**src/rtl/spec_rd_arbiter.sv**
```systemverilog
`default_nettype none
// ============================================================================
// Module  : spec_rd_arbiter
// Brief   : Two-port burst arbiter for the FFT spectrum read port, with an
//           owner-tag FIFO that routes returning data to the issuing port.
// Revision: 1.0 - initial release
// ============================================================================
module spec_rd_arbiter #(
    parameter int ADDR_W   = 5,
    parameter int DATA_W   = 16,
    parameter int MAX_OUT  = 4,
    parameter int HOLD_MAX = 256
) (
    input  logic              clk_50m,
    input  logic              rst_n,

    input  logic              s0_req,
    output logic              s0_gnt,
    input  logic              s0_rd_en,
    input  logic [ADDR_W-1:0] s0_rd_addr,
    output logic              s0_rd_ready,
    output logic [DATA_W-1:0] s0_rd_data,
    output logic              s0_rd_data_valid,

    input  logic              s1_req,
    output logic              s1_gnt,
    input  logic              s1_rd_en,
    input  logic [ADDR_W-1:0] s1_rd_addr,
    output logic              s1_rd_ready,
    output logic [DATA_W-1:0] s1_rd_data,
    output logic              s1_rd_data_valid,

    output logic              m_rd_en,
    output logic [ADDR_W-1:0] m_rd_addr,
    input  logic [DATA_W-1:0] m_rd_data,
    input  logic              m_rd_data_valid,

    output logic [1:0]        err_flags
);

    localparam int PTR_W  = (MAX_OUT > 1) ? $clog2(MAX_OUT) : 1;
    localparam int CNT_W  = $clog2(MAX_OUT + 1);
    localparam int HOLD_W = $clog2(HOLD_MAX + 1);

    localparam logic [CNT_W-1:0]  C_FIFO_DEPTH = CNT_W'(MAX_OUT);
    localparam logic [HOLD_W-1:0] C_HOLD_LAST  = HOLD_W'(HOLD_MAX - 1);

    typedef enum logic [1:0] {
        ST_IDLE  = 2'd0,
        ST_GNT0  = 2'd1,
        ST_GNT1  = 2'd2,
        ST_DRAIN = 2'd3
    } state_t;

    state_t             r_state;
    logic               r_gnt0;
    logic               r_gnt1;
    logic [HOLD_W-1:0]  r_hold;

    logic               r_tag [MAX_OUT];
    logic [PTR_W-1:0]   r_wr_ptr;
    logic [PTR_W-1:0]   r_rd_ptr;
    logic [CNT_W-1:0]   r_count;
    logic               r_full;
    logic               r_empty;

    logic [ADDR_W-1:0]  r_last_addr;
    logic [1:0]         r_err;

    logic               w_rdy0;
    logic               w_rdy1;
    logic               w_acc0;
    logic               w_acc1;
    logic               w_push;
    logic               w_pop;
    logic               w_head;
    logic [CNT_W-1:0]   w_count_nxt;

    // Ready uses the registered full flag, so a pop cannot free a slot
    // for a push in the same cycle.
    assign w_rdy0 = r_gnt0 & ~r_full;
    assign w_rdy1 = r_gnt1 & ~r_full;
    assign w_acc0 = s0_rd_en & w_rdy0;
    assign w_acc1 = s1_rd_en & w_rdy1;
    assign w_push = w_acc0 | w_acc1;
    assign w_pop  = m_rd_data_valid & ~r_empty;
    assign w_head = r_tag[r_rd_ptr];

    always_comb begin
        w_count_nxt = r_count;
        case ({w_push, w_pop})
            2'b10:   w_count_nxt = r_count + CNT_W'(1);
            2'b01:   w_count_nxt = r_count - CNT_W'(1);
            default: w_count_nxt = r_count;
        endcase
    end

    // Grant state machine; gnt outputs are registered alongside the state.
    always_ff @(posedge clk_50m) begin
        if (!rst_n) begin
            r_state <= ST_IDLE;
            r_gnt0  <= 1'b0;
            r_gnt1  <= 1'b0;
            r_hold  <= '0;
        end else begin
            case (r_state)
                ST_IDLE: begin
                    if (s0_req) begin
                        r_state <= ST_GNT0;
                        r_gnt0  <= 1'b1;
                    end else if (s1_req) begin
                        r_state <= ST_GNT1;
                        r_gnt1  <= 1'b1;
                        r_hold  <= '0;
                    end
                end
                ST_GNT0: begin
                    if (!s0_req) begin
                        r_state <= ST_DRAIN;
                        r_gnt0  <= 1'b0;
                    end
                end
                ST_GNT1: begin
                    if (s0_req && (r_hold != C_HOLD_LAST)) begin
                        r_hold <= r_hold + HOLD_W'(1);
                    end
                    if (!s1_req || (s0_req && (r_hold == C_HOLD_LAST))) begin
                        r_state <= ST_DRAIN;
                        r_gnt1  <= 1'b0;
                    end
                end
                ST_DRAIN: begin
                    if (r_empty && !w_push) begin
                        r_state <= ST_IDLE;
                    end
                end
                default: begin
                    r_state <= ST_IDLE;
                    r_gnt0  <= 1'b0;
                    r_gnt1  <= 1'b0;
                end
            endcase
        end
    end

    // Owner-tag FIFO control; a tag of 1 marks a port 1 read.
    always_ff @(posedge clk_50m) begin
        if (!rst_n) begin
            r_wr_ptr <= '0;
            r_rd_ptr <= '0;
            r_count  <= '0;
            r_full   <= 1'b0;
            r_empty  <= 1'b1;
        end else begin
            if (w_push) begin
                r_wr_ptr <= r_wr_ptr + PTR_W'(1);
            end
            if (w_pop) begin
                r_rd_ptr <= r_rd_ptr + PTR_W'(1);
            end
            r_count <= w_count_nxt;
            r_full  <= (w_count_nxt == C_FIFO_DEPTH);
            r_empty <= (w_count_nxt == '0);
        end
    end

    always_ff @(posedge clk_50m) begin
        if (w_push) begin
            r_tag[r_wr_ptr] <= w_acc1;
        end
    end

    always_ff @(posedge clk_50m) begin
        if (!rst_n) begin
            r_last_addr <= '0;
        end else if (w_acc0) begin
            r_last_addr <= s0_rd_addr;
        end else if (w_acc1) begin
            r_last_addr <= s1_rd_addr;
        end
    end

    // Sticky error flags, cleared only by reset.
    always_ff @(posedge clk_50m) begin
        if (!rst_n) begin
            r_err <= 2'b00;
        end else begin
            r_err[0] <= r_err[0] | (s0_rd_en & ~r_gnt0) | (s1_rd_en & ~r_gnt1);
            r_err[1] <= r_err[1] | (m_rd_data_valid & r_empty);
        end
    end

    assign s0_gnt           = r_gnt0;
    assign s1_gnt           = r_gnt1;
    assign s0_rd_ready      = w_rdy0;
    assign s1_rd_ready      = w_rdy1;
    assign s0_rd_data       = m_rd_data;
    assign s1_rd_data       = m_rd_data;
    assign s0_rd_data_valid = w_pop & ~w_head;
    assign s1_rd_data_valid = w_pop &  w_head;

    assign m_rd_en   = w_push;
    assign m_rd_addr = w_acc0 ? s0_rd_addr : (w_acc1 ? s1_rd_addr : r_last_addr);
    assign err_flags = r_err;

endmodule
`default_nettype wire

```
**config.mk**
```make
export PLATFORM = sky130hd
export DESIGN_NAME = spec_rd_arbiter
export DESIGN_NICKNAME = d
export VERILOG_FILES = /design/src/rtl/spec_rd_arbiter.sv
export SDC_FILE = /design/constraint.sdc
export NUM_CORES = 1
export LEC_CHECK = 0
export CAP_MARGIN = 0
export CORE_ASPECT_RATIO = 1.25
export CORE_UTILIZATION = 40
export DETAILED_ROUTE_END_ITERATION = 8
export HOLD_SLACK_MARGIN = 0.05
export PLACE_DENSITY_LB_ADDON = 0.3
export SKIP_LAST_GASP = 1
export SLEW_MARGIN = 20
export SYNTH_ARGS = -nofsm -noshare
export SYNTH_HDL_FRONTEND = slang
export SYNTH_SLANG_ARGS = --single-unit
```
**constraint.sdc**
```tcl
create_clock -name clk_50m -period 2.5 [get_ports clk_50m]
set_clock_uncertainty 0.2 [all_clocks]
set_input_delay 0.25 -clock clk_50m [delete_from_list [all_inputs] [get_ports clk_50m]]
set_output_delay 0.25 -clock clk_50m [all_outputs]
set_load 0.03 [all_outputs]
```
==> results.toml <==
[cts]
clock_sinks = 35
path_clk_slew_ns = 0.07
postCtsSetupBuffers = 0
cts_made_buffers = 5
hold_buffers = 0
root_buffer = "clkbuf_8"
cts_max_path_buffers = 2
h-tree-depth = 2
clkLatencyLatePin_ns = 0.29
cts_tree = "built"

[sta]
maxSlewViolCount = 0
period_minus_slack_ns = 2.34
fin_crit_sh_pct = 93.7
hold_slack_ns = 0.112
rsz0062_at_grt = "false"
layout_setup_ws_ns = 0.156
fmax_ghz = 0.427
tightest_slew_ns = 0.457
slew_headroom_pct = 69.5
setup_viol = 0
hold_viol = 0

[placement]
port-buffer-count = 30
detailedPlace.worstSlack_ns = -0.244
place_area_sq_um = 2140
routabilityCongestion = 0.713
dp_hpwl_um = 2460

[worst_setup_path]
crit_fanout = 2
cp-start-kind = "register"
worstSetupPathType = "register to output port"
critPathArrivalTime_ns = 1.89
crit_required_ns = 2.05
end_kind = "output port"

[global_routing]
grt_max_degree = 15
gr-total-overflow = 0
antenna_found_initial = 0
grt_use_total_pct = 15.1
grt_pass1_wl_um = 6010
grt_pass1_vias = 1346

[logic_synthesis]
synth.avg_cell_area_sq_um = 9.33
yosysTopAreaCell = "dfxtp_1"
synth_compound_area_share_pct = 11.2
synth_xor_area_share_pct = 3.56
synthArstFlopShare_pct = 0
synth-adder-area-share_pct = 8.01
yosysSeqAreaShare_pct = 37.6
synth.area.top_cells = "dfxtp_1 (32%), buf_4 (12%), ha_1 (7.0%), edfxtp_1 (6.1%), mux2i_1 (4.6%)"
syn-instance-count = 211
synth_top_family_by_area = "simple AND/OR/NAND/NOR gates"
synth_enable_flop_cells = 4
yosysWarnings = 0
synth_top_area_share_pct = 31.5
netlist_area_sq_um = 1970
synth_simple_gate_area_share_pct = 17.9
synthFlopType = "dfxtp_1"
synth-seq-cells = 35
synth_fp_nets = 256
synth_cell_types = 40
synth.area.mux_share_pct = 5.72

[die]
ios = 79
die_w_um = 64.7
core_area_sq_um = 4730
initial_core_util_pct = 41.6
die_height_um = 80.4
dieArea_sq_um = 5210
rows = 28

[hold_path]
min_path_type = "primary input to register"

[detailed_routing]
wl_per_cell_um = 11.7
drt-total-wl_um = 3280
drc = 0
drt_iter0_markers = 51
ant_nets = 0
vias = 1320
dr.pass1.iters = 4
vias_per_cell = 4.70

[power]
ir_worst_vdd_v = 0.000684
p_total_mw = 2.32
powerDensity_nw_per_um2 = 1030
power.leakage_nw = 0.962

[finish]
final_cell_area_sq_um = 2260
drive_gt1_share_pct = 13.6
area_delta_synth_final_pct = 14.9
fin_nets = 265
n_antenna_cell = 0

[job]
maxCapViolations = 0

[outcome]
status = "finished, final reports clean"
[layout make-up]
| class | count | area, sq um |
|---|---|---|
| Fill cell | 466 | 2470 |
| Multi-Input combinational cell | 128 | 926 |
| Sequential cell | 35 | 748 |
| Timing Repair Buffer | 38 | 355 |
| Tap cell | 60 | 75.1 |
| Clock buffer | 5 | 68.8 |
| Inverter | 12 | 45.0 |
| Clock inverter | 3 | 43.8 |
[critical path, stage by stage, from the launching register on]
cell and delay [ns]:
dfxtp_1 0.34, mux4_2 0.52, and2_1 0.17, clkdlybuf4s50_1 0.58
[cells in the mapped netlist, types with 2 or more instances]
cell / number
nand2b_1: 2
nor2_1: 20
a221o_1: 2
and2_1: 10
nand2_1: 8
xnor2_1: 3
or3_1: 3
o211ai_1: 2
a21oi_1: 15
nand3b_1: 3
o21ai_0: 9
buf_6: 2
nor2b_1: 3
o2111ai_1: 2
nand3_1: 2
mux2i_1: 9
xor2_1: 5
and3_1: 2
inv_1: 12
edfxtp_1: 4
dfxtp_1: 31
ha_1: 11
clkbuf_1: 2
and4_1: 2
buf_4: 32
[timing repair]
action,4_1_cts,5_1_grt
resized for setup,0,3
hold endpoints to repair,0,0
setup endpoints to repair,0,3
[kinds of logic after synthesis]
family / after synthesis
buf+inv: 48
fa+ha+maj: 12
simple gates: 62
xor+xnor: 8
flops: 35
compound gates: 36
mux: 10
[report_power, final]
part           internal (mW)  switching, mW  total [mW]  leakage, nW
combinational          0.466          0.560        1.03        0.612
clock                  0.297          0.209       0.506       0.0581
sequential             0.697         0.0962       0.793        0.292
[per-stage QoR]
stage	utilization (%)	setup TNS [ns]	std cells
2_1_floorplan	-	0	211
3_3_place_gp	45.3	-0.375	273
3_5_place_dp	45.3	-0.570	273
4_1_cts	47.7	0	281
5_1_grt	47.8	0	281
6_report	47.8	0	281
[registers in the layout, indices dropped and copies added (netlist names), 2 cells and up, named ones only]
register     count
r_hold           9
r_last_addr      5
r_tag            4
r_count          3
err_flags        2
r_rd_ptr         2
r_state          2
r_wr_ptr         2
[layout by cell type (no fill, tap or decap), types with 3 or more instances in the layout]
cell,count
dfxtp_1,29
clkdlybuf4s50_1,22
nor2_1,20
a21oi_1,14
buf_4,13
inv_1,12
ha_1,11
and2_1,10
mux2i_1,9
o21ai_0,9
nand2_1,8
xor2_1,5
clkbuf_8,5
edfxtp_1,4
nor2b_1,3
nand3b_1,3
xnor2_1,3
or3_1,3
dlymetal6s2s_1,3
[per-layer routing]
layer	vias up	share of wire, %	track usage, %
met5	-	0	0
met4	0	1.7	6.67
met3	7	7.5	5.68
met2	31	45	24.1
met1	581	46	17.9
li1	701	-	-
[path summary, 6_finish.rpt]
| check | slack, ns | startpoint | endpoint | cells past startpoint |
|---|---|---|---|---|
| worst max-delay path | 0.16 | register | s1_rd_data_valid | 3 |
| worst min-delay path | 0.11 | s0_rd_en | err_flags[0] | 3 |
| worst max register to register | 0.18 | s1_gnt | r_full | 9 |
| worst min register to register | 0.25 | r_hold[8] | r_hold[8] | 2 |
No activity file was read; power rests on OpenSTA's default activity.
